<file path="config.mk">
export PLATFORM = sky130hd
export DESIGN_NAME = score_event_arbiter
export DESIGN_NICKNAME = d
export VERILOG_FILES = /design/src/rtl/score_event_arbiter.sv
export SDC_FILE = /design/constraint.sdc
export NUM_CORES = 1
export LEC_CHECK = 0
export CORE_MARGIN = 3
export CORE_UTILIZATION = 54
export DETAILED_ROUTE_END_ITERATION = 7
export PLACE_DENSITY_LB_ADDON = 0.12
export SYNTH_ARGS = -nofsm -noshare
export SYNTH_HDL_FRONTEND = slang
export SYNTH_SLANG_ARGS = --single-unit
</file>
<file path="constraint.sdc">
create_clock -name clk -period 5.47 [get_ports clk]
set_input_delay 1.094 -clock clk [delete_from_list [all_inputs] [get_ports clk]]
set_output_delay 1.094 -clock clk [all_outputs]
set_load 0.005 [all_outputs]
</file>
<file path="src/rtl/score_event_arbiter.sv">
// score_event_arbiter: round-robin award arbiter feeding two saturating player scores.
// Optional SCORE_EXTRA_LIFE_EN adds a once-per-game extra-life pulse per player.
module score_event_arbiter #(
  parameter int PELLET_PTS     = 10,
  parameter int POWER_PTS      = 50,
  parameter int GHOST_BASE_PTS = 200,
  parameter int SCORE_MAX      = 999999,
  parameter int EXTRA_LIFE_PTS = 10000
) (
  input  logic        clk,
  input  logic        reset,
  input  logic [3:0]  req,
  input  logic [11:0] fruit_pts,
  input  logic        active_player,
  input  logic        combo_clr,
  input  logic        score_clr,
  output logic [3:0]  ack,
  output logic        busy,
  output logic [19:0] score1,
  output logic [19:0] score2,
  output logic [1:0]  extra_life
);
  typedef enum logic {IDLE, ADD} state_t;
  state_t state, state_nxt;
  logic [1:0] rr_ptr, src, combo, gnt_src;
  logic gnt_any, player;
  logic [11:0] value, gnt_val;
  logic [19:0] cur, sum_sat;
  logic [20:0] sum;
  always_comb begin
    gnt_any = 1'b0;
    gnt_src = rr_ptr;
    for (int i = 4; i >= 1; i--)
      if (req[2'(rr_ptr + 2'(i))]) begin
        gnt_any = 1'b1;
        gnt_src = 2'(rr_ptr + 2'(i));
      end
    gnt_val = gnt_src == 2'd3 ? fruit_pts :
              gnt_src == 2'd2 ? 12'(GHOST_BASE_PTS) << (combo_clr ? 2'd0 : combo) :
              gnt_src == 2'd1 ? 12'(POWER_PTS) : 12'(PELLET_PTS);
    state_nxt = (state == IDLE && gnt_any) ? ADD : IDLE;
    ack = state == ADD ? 4'(4'b0001 << src) : 4'b0000;
    busy = state == ADD;
    cur = player ? score2 : score1;
    sum = {1'b0, cur} + 21'(value);
    sum_sat = sum > 21'(SCORE_MAX) ? 20'(SCORE_MAX) : sum[19:0];
  end
  always_ff @(posedge clk or posedge reset)
    if (reset) state <= IDLE;
    else state <= state_nxt;
  always_ff @(posedge clk or posedge reset)
    if (reset) begin
      rr_ptr <= 2'd3;
      src <= 2'd0;
      combo <= 2'd0;
      player <= 1'b0;
      value <= 12'd0;
      score1 <= 20'd0;
      score2 <= 20'd0;
    end else begin
      if (combo_clr) combo <= 2'd0;
      else if (state == ADD && src == 2'd2 && combo != 2'd3) combo <= combo + 2'd1;
      if (state == IDLE && gnt_any) begin
        src <= gnt_src;
        rr_ptr <= gnt_src;
        player <= active_player;
        value <= gnt_val;
      end
      if (score_clr) begin
        score1 <= 20'd0;
        score2 <= 20'd0;
      end else if (state == ADD) begin
        if (player) score2 <= sum_sat;
        else score1 <= sum_sat;
      end
    end
`ifdef SCORE_EXTRA_LIFE_EN
  logic [1:0] life_flag;
  logic cross;
  assign cross = state == ADD && !score_clr && !life_flag[player] &&
                 cur < 20'(EXTRA_LIFE_PTS) && sum_sat >= 20'(EXTRA_LIFE_PTS);
  // Pulse is registered so it appears together with the updated score.
  always_ff @(posedge clk or posedge reset)
    if (reset) begin
      life_flag <= 2'b00;
      extra_life <= 2'b00;
    end else begin
      extra_life <= 2'b00;
      if (score_clr) life_flag <= 2'b00;
      else if (cross) begin
        life_flag[player] <= 1'b1;
        extra_life[player] <= 1'b1;
      end
    end
`else
  assign extra_life = 2'b00;
`endif
endmodule

</file>
; ---- Word-level counts from Yosys, hierarchy flattened
; Index checks and enable logic that the tools add are counted.
[op_classes]
addsub = 5
eq_ne = 6
order_cmp = 5
n_reduce_logical = 8
mux = 31
n_shift = 2
bitwise_logic = 1
[ops]
columns = operator, n
row1 = 20-bit two-way mux, 8
row2 = 12-bit two-way mux, 2
row3 = 20-bit by 12-bit adder with 21-bit output, 1
row4 = "21-bit by 20-bit greater-than comparator with 1-bit output, second input constant", 1
row5 = "2-bit by 3-bit less-than comparator with 1-bit output, second input constant", 4
row6 = 2-bit two-way mux, 6
row7 = "8-bit by 2-bit << shifter with 12-bit output, first input constant", 1
row8 = 1-bit two-way mux, 9
row9 = 1-bit binary-select mux with 2-bit select, 4
row10 = "2-bit == test, second input constant", 3
row11 = 6-bit two-way mux, 1
row12 = 2-bit nonzero test, 3
row13 = "2-bit by 1-bit adder with 2-bit output, second input constant", 2
row14 = "2-bit adder, second input constant", 2
row15 = 4-bit two-way mux, 1
row16 = "2-bit != test, second input constant", 2
row17 = 2-bit AND reduction, 2
row18 = "1-bit by 2-bit << shifter with 4-bit output, first input constant", 1
row19 = 1-bit logical AND, 3
row20 = "2-bit by 1-bit == test with 1-bit output, second input constant", 1
row21 = 1-bit inverter, 1
[word_totals]
input_bits = 21
ff_bits = 60

; ---- Logic depth before layout (Yosys ltp)
; Gate-level depths: netlist of run 1.
[depth]
word_depth = 10
mapped_depth = 16
ltp_nobuf = 12

; ---- Least setup slack after synthesis of run 1
; OpenSTA, ideal clock, no wires.
[synth_path]
kind = register to register
from = reg player
to = reg score1[11]
setup_slack_ns = 1.407
stages_incl_launch_ff = 16
arrival_ns = 3.941
period_less_slack_ns = 4.063
required_ns = 5.348
cell_sequence = dfrtp_1 -> buf_6 -> buf_2 -> clkbuf_1 -> buf_1 -> mux2_2 -> ha_1 -> a21oi_1 -> o22ai_1 -> or2_1 -> o2111ai_1 -> nand4_2 -> a2111oi_4 -> o41ai_2 -> buf_6 -> a32o_1
[synth_via]
elab_chain_len = 7
elab_cells_between_ends = 9
[synth_rtl]
columns = element, line
row1 = start: declaration, 26  ; logic gnt_any, player;
row2 = start signal: assignment, 66  ; player <= active_player;
row3 = 20-bit two-way mux, 44  ; cur = player ? score2 : score1;
row4 = 20-bit by 12-bit adder with 21-bit output, 45  ; sum = {1'b0, cur} + 21'(value);
row5 = 21-bit by 20-bit greater-than comparator with 1-bit output, 46  ; sum_sat = sum > 21'(SCORE_MAX) ? 20'(SCORE_MAX) : sum[19:0];
row6 = 20-bit two-way mux, 46
row7 = 20-bit two-way mux, 73  ; if (player) score2 <= sum_sat;
row8 = 20-bit two-way mux, 72  ; end else if (state == ADD) begin
row9 = 20-bit two-way mux, 69  ; if (score_clr) begin
row10 = end signal: assignment, 74  ; else score1 <= sum_sat;
row11 = end: declaration, 19  ; output logic [19:0] score1,
; Parallel ways exist; a longest one is shown, timed or not. The select of a mux whose other input is x is not followed.
; A chain may end at the register's enable or synchronous reset.

; ---- Worst setup path after layout of run 1
[layout_path]
from = reg player
to = reg score1[1]
; Same word-level chain as after synthesis.

==> results.sh, run 1 <==
export IMPL_drc=0
export IMPL_endpoint_kind="register"
export IMPL_drive_gt1_share_pct=9.61
export IMPL_start_util_pct=57.0
export IMPL_ir_drop_v=0.000268
export IMPL_worstPathArrival_ns=4.37
export IMPL_vias=3661
export IMPL_tns_ns=0
export IMPL_synth_compound_area_share_pct=22.9
export IMPL_grtUsageTotal_pct=25.8
export IMPL_routed_wl_mm=10.5
export IMPL_synth_area_sq_um=3960
export IMPL_grt_first_pass_wirelength_mm=17.4
export IMPL_synthAdderAreaFrac_pct=5.88
export IMPL_yosys_warnings=0
export IMPL_worstSetupPathType="register to register"
export IMPL_whs_path_depth=2
export IMPL_ys_ff_latch=60
export IMPL_hp_class="register to register"
export IMPL_cts_sinks=60
export IMPL_post_cts_buffers=0
export IMPL_synth_xor_area_share_pct=3.32
export IMPL_synth_edf_count=0
export IMPL_antenna_found_initial=0
export IMPL_switching_share_pct=39.6
export IMPL_core_area_sq_um=6940
export IMPL_slew_limit_headroom_pct=45.3
export IMPL_worst_slew_pin_slew_ns=0.821
export IMPL_critical_path_required_ns=5.65
export IMPL_wl_per_cell_um=17.3
export IMPL_synth_cells=447
export IMPL_fillCellCount=582
export IMPL_finalClockSkew_ns=0.00899
export IMPL_htreeDepth=3
export IMPL_rsz0062_at_grt="false"
export IMPL_overflow=0
export IMPL_synth_seq_area_share_pct=38.0
export IMPL_period_minus_slack_ns=4.19
export IMPL_ios=68
export IMPL_placed_cells=590
export IMPL_synthMuxAreaShare_pct=6.48
export IMPL_cts_tree="built"
export IMPL_fmax_mhz=239
export IMPL_combPwrFrac_pct=45.8
export IMPL_reg2reg_slack_ns=1.28
export IMPL_p_switching_uw=827
export IMPL_grt_pass1_vias=3623
export IMPL_gp_congestion=0.895
export IMPL_cts_buffers=9
export IMPL_avgSynthCellArea_sq_um=8.86
export IMPL_yosys_area_share_simple_pct=18.8
export IMPL_cts_hold_buf=0
export IMPL_clockPowerShare_pct=21.4
export IMPL_hpwl_mm=7.62
export IMPL_worstHoldStart="rr_ptr[1]$_DFFE_PP1P_"
export IMPL_clockBufferDepth=2
export IMPL_antenna_cells=0
export IMPL_synth_top_area_cell="dfrtp_1"
export IMPL_p_int_uw=1260
export IMPL_yosysUniqueCellTypes=62
export IMPL_power_density_nw_per_um2=428
export IMPL_timing_rr_end="score1[1]$_DFFE_PP0P_"
export IMPL_die_area_sq_um=8400
export IMPL_finalHoldViolCount=0
export IMPL_grt_max_degree=61
export IMPL_finalSetupViolCount=0
export IMPL_fp_dieW_um=91.6
export IMPL_r2r_start="player$_DFFE_PP0P_"
export IMPL_leakagePower_uw=0.00209
export IMPL_nets=544
export IMPL_async_reset_ff_share_pct=100
export IMPL_status="completed"
export IMPL_reg2reg_depth=13
export IMPL_maxCapViolCount=0
export IMPL_min_to="rr_ptr[1]$_DFFE_PP1P_"
export IMPL_period_share_pct=76.5
export IMPL_slew_viol_final=0
export IMPL_via_per_inst=6.04
export IMPL_fp_dieH_um=91.6
export IMPL_synth_top_family_by_area="compound AO/OA/AOI/OAI gates"
export IMPL_area_growth_pct=23.2
export IMPL_fin_cells=606
export IMPL_drt_initial_drc_count=194
export IMPL_cts_resized=0
export IMPL_cp_max_fo=22
export IMPL_io_buffers=65
export IMPL_path_clk_slew_ns=0.07
export IMPL_fp_row_count=30
export IMPL_first_pass_iters=4
export IMPL_start_kind="register"
export IMPL_seq_power_share_pct=32.8
export IMPL_yosys_most_used_dff="dfrtp_1"
export IMPL_synth_area_leaders="dfrtp_1 (37%), a21oi_1 (5.7%), ha_1 (5.4%)"
export IMPL_drtAntennaViolNets=0
export IMPL_yosys_area_top_type_share_pct=36.7
export IMPL_cts_root_buf="clkbuf_8"
export IMPL_insertion_delay_ns=0.34
## how the worst max path moves through the flow
| stage | start | to | slack, ns | depth (start not counted) |
|---|---|---|---|---|
| after floorplan | player$_DFFE_PP0P_ | score1[11]$_DFFE_PP0P_ | 1.41 | 15 |
| after global placement | player$_DFFE_PP0P_ | score2[1]$_DFFE_PP0P_ | 1.50 | 13 |
| after detailed placement | player$_DFFE_PP0P_ | score1[1]$_DFFE_PP0P_ | 1.38 | 13 |
| after CTS | player$_DFFE_PP0P_ | score1[1]$_DFFE_PP0P_ | 1.34 | 13 |
| after global routing | player$_DFFE_PP0P_ | score2[1]$_DFFE_PP0P_ | 0.96 | 13 |
| final | player$_DFFE_PP0P_ | score1[1]$_DFFE_PP0P_ | 1.28 | 13 |
## kinds of logic after synthesis
| kind of cell | Yosys count |
|---|---|
| multiplexers | 24 |
| XOR/XNOR | 15 |
| other | 1 |
| AO/OA/AOI/OAI | 136 |
| flip-flops | 60 |
| buffers and inverters | 41 |
| AND/OR/NAND/NOR | 152 |
| adder cells (fa/ha/maj) | 18 |
## cells in the mapped netlist (2+ instances only)
cell	instances
o21bai_1	3
o21a_1	2
mux2_2	13
dfstp_2	2
ha_1	17
o31ai_1	4
a41oi_1	2
o21ai_0	30
o2111ai_1	4
nand3_1	9
buf_1	2
o211ai_1	4
nand2_1	47
buf_4	2
dfrtp_1	58
mux2i_1	11
a21o_1	4
nand3b_1	3
a31oi_1	7
nand2b_1	5
clkbuf_1	16
xnor2_1	12
nor2_1	36
nor3_1	24
nand4_1	3
and2_1	4
a21oi_1	45
xor2_1	3
inv_1	14
buf_6	2
buf_2	4
a211oi_1	8
a32o_1	8
or3_1	6
a32oi_1	2
nor2b_1	4
or4_1	2
## stage by stage
stage / worst slack [ns] / util [%] / area, sq um / hold WS, ns / power [uW]
final: 1.28 / 70.3 / 4880 / 0.511 / 2090
after global routing: 0.964 / 70.3 / 4880 / 0.536 / 2240
after CTS: 1.34 / 70.3 / 4880 / 0.509 / 2090
after detailed placement: 1.38 / 67.1 / 4660 / 0.495 / 1630
after global placement: 1.50 / 67.1 / 4660 / 0.477 / 1610
after floorplan: 1.41 / - / 3960 / 0.455 / 1310
## power by group through the flow
stage                     Sequential (uW)  Clock (uW)  Combinational, uW
after floorplan                       646           0                665
after global routing                  702         477               1060
after global placement                687           0                922
after detailed placement              691           0                941
after CTS                             684         450                951
final                                 685         446                958
## worst max-delay path, cell delays in order, from the launching register on
cell,delay [ns]
dfrtp_1,0.77
buf_4,0.39
mux2i_1,0.33
inv_1,0.08
ha_1,0.30
a211oi_1,0.39
o211ai_2,0.18
nand4b_2,0.18
nor2_1,0.08
a311oi_2,0.45
nand3_1,0.17
o41ai_2,0.23
buf_4,0.32
a41oi_1,0.16
## flip-flops by register name, indices dropped and copies added, names as in the netlist
register / count
src: 2
busy: 1
score2: 20
score1: 20
player: 1
value: 12
rr_ptr: 2
combo: 2
## per-layer routing
| metal | wire [um] | track usage [%] | share of wire (%) |
|---|---|---|---|
| met1 | 4520 | 31.6 | 43 |
| met2 | 5240 | 44.8 | 50 |
| met3 | 516 | 5.41 | 4.9 |
| met4 | 207 | 8.79 | 2.0 |
| met5 | 0 | 0 | 0 |
## cells in the final DEF, fill, tap and decap left out, drive strengths merged, types with 3 or more instances in the layout
master         instances
buf                    7
o211ai                 5
o21ai                 32
ha                    17
a211oi                 9
xor2                   3
mux2i                 11
clkdlybuf4s50         65
clkbuf                11
a32o                   8
nand3                  9
a21oi                 46
nand4                  4
nand3b                 3
dfrtp                 58
nand2                 47
a31oi                  7
nor3                  24
nand4b                 3
and2                   4
nor2                  36
a21o                   4
nand2b                 5
o31ai                  4
xnor2                 12
mux2                  13
o2111ai                4
clkinv                 4
inv                   14
nor2b                  4
or3                    6
o21bai                 3
## layout make-up
cell class / count / area, sq um / share of cell area, %
multi-input cells: 347 / 2280 / 46.7
flip-flops and latches: 60 / 1500 / 30.8
repair buffers: 72 / 703 / 14.4
clock buffers: 11 / 141 / 2.90
well taps: 96 / 120 / 2.46
clock inverters: 5 / 75.1 / 1.54
inverters: 15 / 56.3 / 1.15
Note: power is estimated with default switching activity, not from simulation.
==> run 2: changes to the inputs <==
Settings changed: CORE_UTILIZATION 54 to 49.
Clock period 5.47 ns to 3.69 ns, I/O delays scaled along.
==> run 2 against run 1 <==
Clock-buffer cell count increased by 1. Wire length increased by 2.8%. Combinational power increased by 62%. Critical endpoint is now score1[7]$_DFFE_PP0P_. Fmax increased by 18%. Critical path type unchanged. Non-clock buffer count increased by 12. Die area increased by 9.5%. Clock power increased by 37%. Flip-flop and latch count unchanged. First-iteration DRC count increased by 1.0%.
==> results.sh, run 2 (synthesis gave the netlist of run 1 again) <==
export IMPL_fillCellCount=669
export IMPL_gp_congestion=0.888
export IMPL_fmax_mhz=282
export IMPL_hold_ws_ns=0.492
export IMPL_cts_hold_buf=0
export IMPL_slowest_delay_ns=0.55
export IMPL_cts_buffers=9
export IMPL_path_clk_slew_ns=0.07
export IMPL_nets=556
export IMPL_cts_tree="built"
export IMPL_grt_first_pass_wirelength_mm=17.6
export IMPL_ios=68
export IMPL_drc=0
export IMPL_layout_cells_most_common="clkdlybuf4s50_1"
export IMPL_clockBufferDepth=2
export IMPL_multi_input_area_sq_um=2390
export IMPL_worstPathArrival_ns=3.77
export IMPL_period_minus_slack_ns=3.54
export IMPL_grtUsageTotal_pct=24.5
export IMPL_reg_top3="score1 (20), score2 (20), value (12)"
export IMPL_io_buffers=65
export IMPL_via_per_inst=5.94
export IMPL_cts_root_buf="clkbuf_8"
export IMPL_htreeDepth=3
export IMPL_tns_ns=0
export IMPL_worst_path_dominant_cell_family="compound AO/OA/AOI/OAI gates"
export IMPL_drt_initial_drc_count=196
export IMPL_antenna_found_initial=0
export IMPL_crit_cells=12
export IMPL_period_share_pct=96.0
export IMPL_worstHoldStart="value[6]$_DFFE_PP0P_"
export IMPL_drtAntennaViolNets=0
export IMPL_fp_row_count=32
export IMPL_area_growth_pct=28.3
export IMPL_core_area_sq_um=7770
export IMPL_cts_sinks=60
export IMPL_start_util_pct=51.0
export IMPL_cp_startpoint="player$_DFFE_PP0P_"
export IMPL_ir_drop_v=0.000368
export IMPL_hpwl_mm=7.75
export IMPL_path_cells="buf_4 > mux2_2 > ha_1 > nor2_2 > a21oi_1 > nand3_1 > a32oi_2 > a311oi_4 > a2111oi_4 > o41ai_4 > buf_6 > a32o_1"
export IMPL_vias=3705
export IMPL_finalHoldViolCount=0
export IMPL_critical_path_required_ns=3.92
export IMPL_reg2reg_depth=12
export IMPL_die_area_sq_um=9200
export IMPL_wl_per_cell_um=17.3
export IMPL_antenna_cells=0
export IMPL_cp_num_buf_inv=2
export IMPL_p_total_uw=3170
export IMPL_r2r_start="player$_DFFE_PP0P_"
export IMPL_worstSetupPathType="register to register"
export IMPL_fin_cells=624
export IMPL_grt_pass1_vias=3594
export IMPL_utilization_pct=65.4
export IMPL_first_pass_iters=6
export IMPL_endpoint_kind="register"
export IMPL_fp_dieH_um=95.9
export IMPL_whs_path_depth=2
export IMPL_seqCellArea_sq_um=1510
export IMPL_layout_common_cells="clkdlybuf4s50_1 (65), dfrtp_1 (57), nand2_1 (46)"
export IMPL_fp_dieW_um=95.9
export IMPL_maxCapViolCount=0
export IMPL_hp_class="register to register"
export IMPL_grt_max_degree=35
export IMPL_insertion_delay_ns=0.35
export IMPL_worst_slew_pin_slew_ns=0.822
export IMPL_finalClockSkew_ns=0.00680
export IMPL_overflow=0
export IMPL_cp_max_fo=10
export IMPL_leakagePower_uw=0.00216
export IMPL_placed_cells=605
export IMPL_slew_viol_final=0
export IMPL_finalSetupViolCount=0
export IMPL_status="completed"
export IMPL_slew_limit_headroom_pct=45.2
export IMPL_drive_gt1_share_pct=15.7
export IMPL_power_density_nw_per_um2=623
export IMPL_slowest_stage="a2111oi_4"
export IMPL_start_kind="register"
export IMPL_routed_wl_mm=10.8
==> run 2: cell count changes in the layout (fill, tap and decap cells not counted), sizes merged <==
cell | before | now
buf | 7 | 19
bufinv | 2 | 1
clkbuf | 11 | 12
clkinv | 4 | 3
clkinvlp | 0 | 1
==> run 2: final timing paths <==
path / slack (ns) / end
max: 0.15 / score1[7]$_DFFE_PP0P_
min: 0.49 / value[6]$_DFFE_PP0P_
max reg2reg: 0.15 / score1[7]$_DFFE_PP0P_
min reg2reg: 0.49 / value[6]$_DFFE_PP0P_
max in group asynchronous: 2.55 / rr_ptr[0]$_DFFE_PP1P_
min in group asynchronous: 0.77 / score1[2]$_DFFE_PP0P_
==> run 2: area by class of cell <==
class                      count  area share [%]
clock buffer                  12            3.05
clock inverter                 4           0.936
inverter                      15            1.11
multi-input combinational    347            47.0
sequential                    60            29.6
tap                          102            2.51
timing repair buffer          84            15.8
==> run 2: routing by layer <==
| metal | wire length, um | track usage, % |
|---|---|---|
| met5 | 0 | 0 |
| met4 | 222 | 9.60 |
| met3 | 491 | 4.85 |
| met2 | 5310 | 39.6 |
| met1 | 4750 | 32.2 |
==> run 2: worst reg2reg max path: stages (launching register included) <==
cell,delay [ns]
dfrtp_2,0.41
buf_4,0.18
mux2_2,0.35
ha_1,0.40
nor2_2,0.08
a21oi_1,0.33
nand3_1,0.16
a32oi_2,0.27
a311oi_4,0.09
a2111oi_4,0.55
o41ai_4,0.19
buf_6,0.18
a32o_1,0.24
==> run 2: report_power, final <==
group          internal (uW)  switching, uW  total, uW
Clock                    347            265        612
Combinational            700            849       1550
Sequential               834            173       1010
==> run 2: stage by stage <==
| step | cell area (sq um) | setup WS (ns) |
|---|---|---|
| 4_1_cts | 4950 | 0.0338 |
| 5_1_grt | 5080 | -0.0209 |
| 3_3_place_gp | 4750 | 0.184 |
| 3_5_place_dp | 4750 | 0.0913 |
| 2_1_floorplan | 3980 | 0.0220 |
| 6_report | 5080 | 0.146 |
==> run 2: repair_timing <==
action / in CTS / in global routing
endpoints found under the setup margin: 0 / 24
gates resized for setup: 0 / 25
hold endpoints to repair: 0 / 0
buffers inserted: 0 / 3
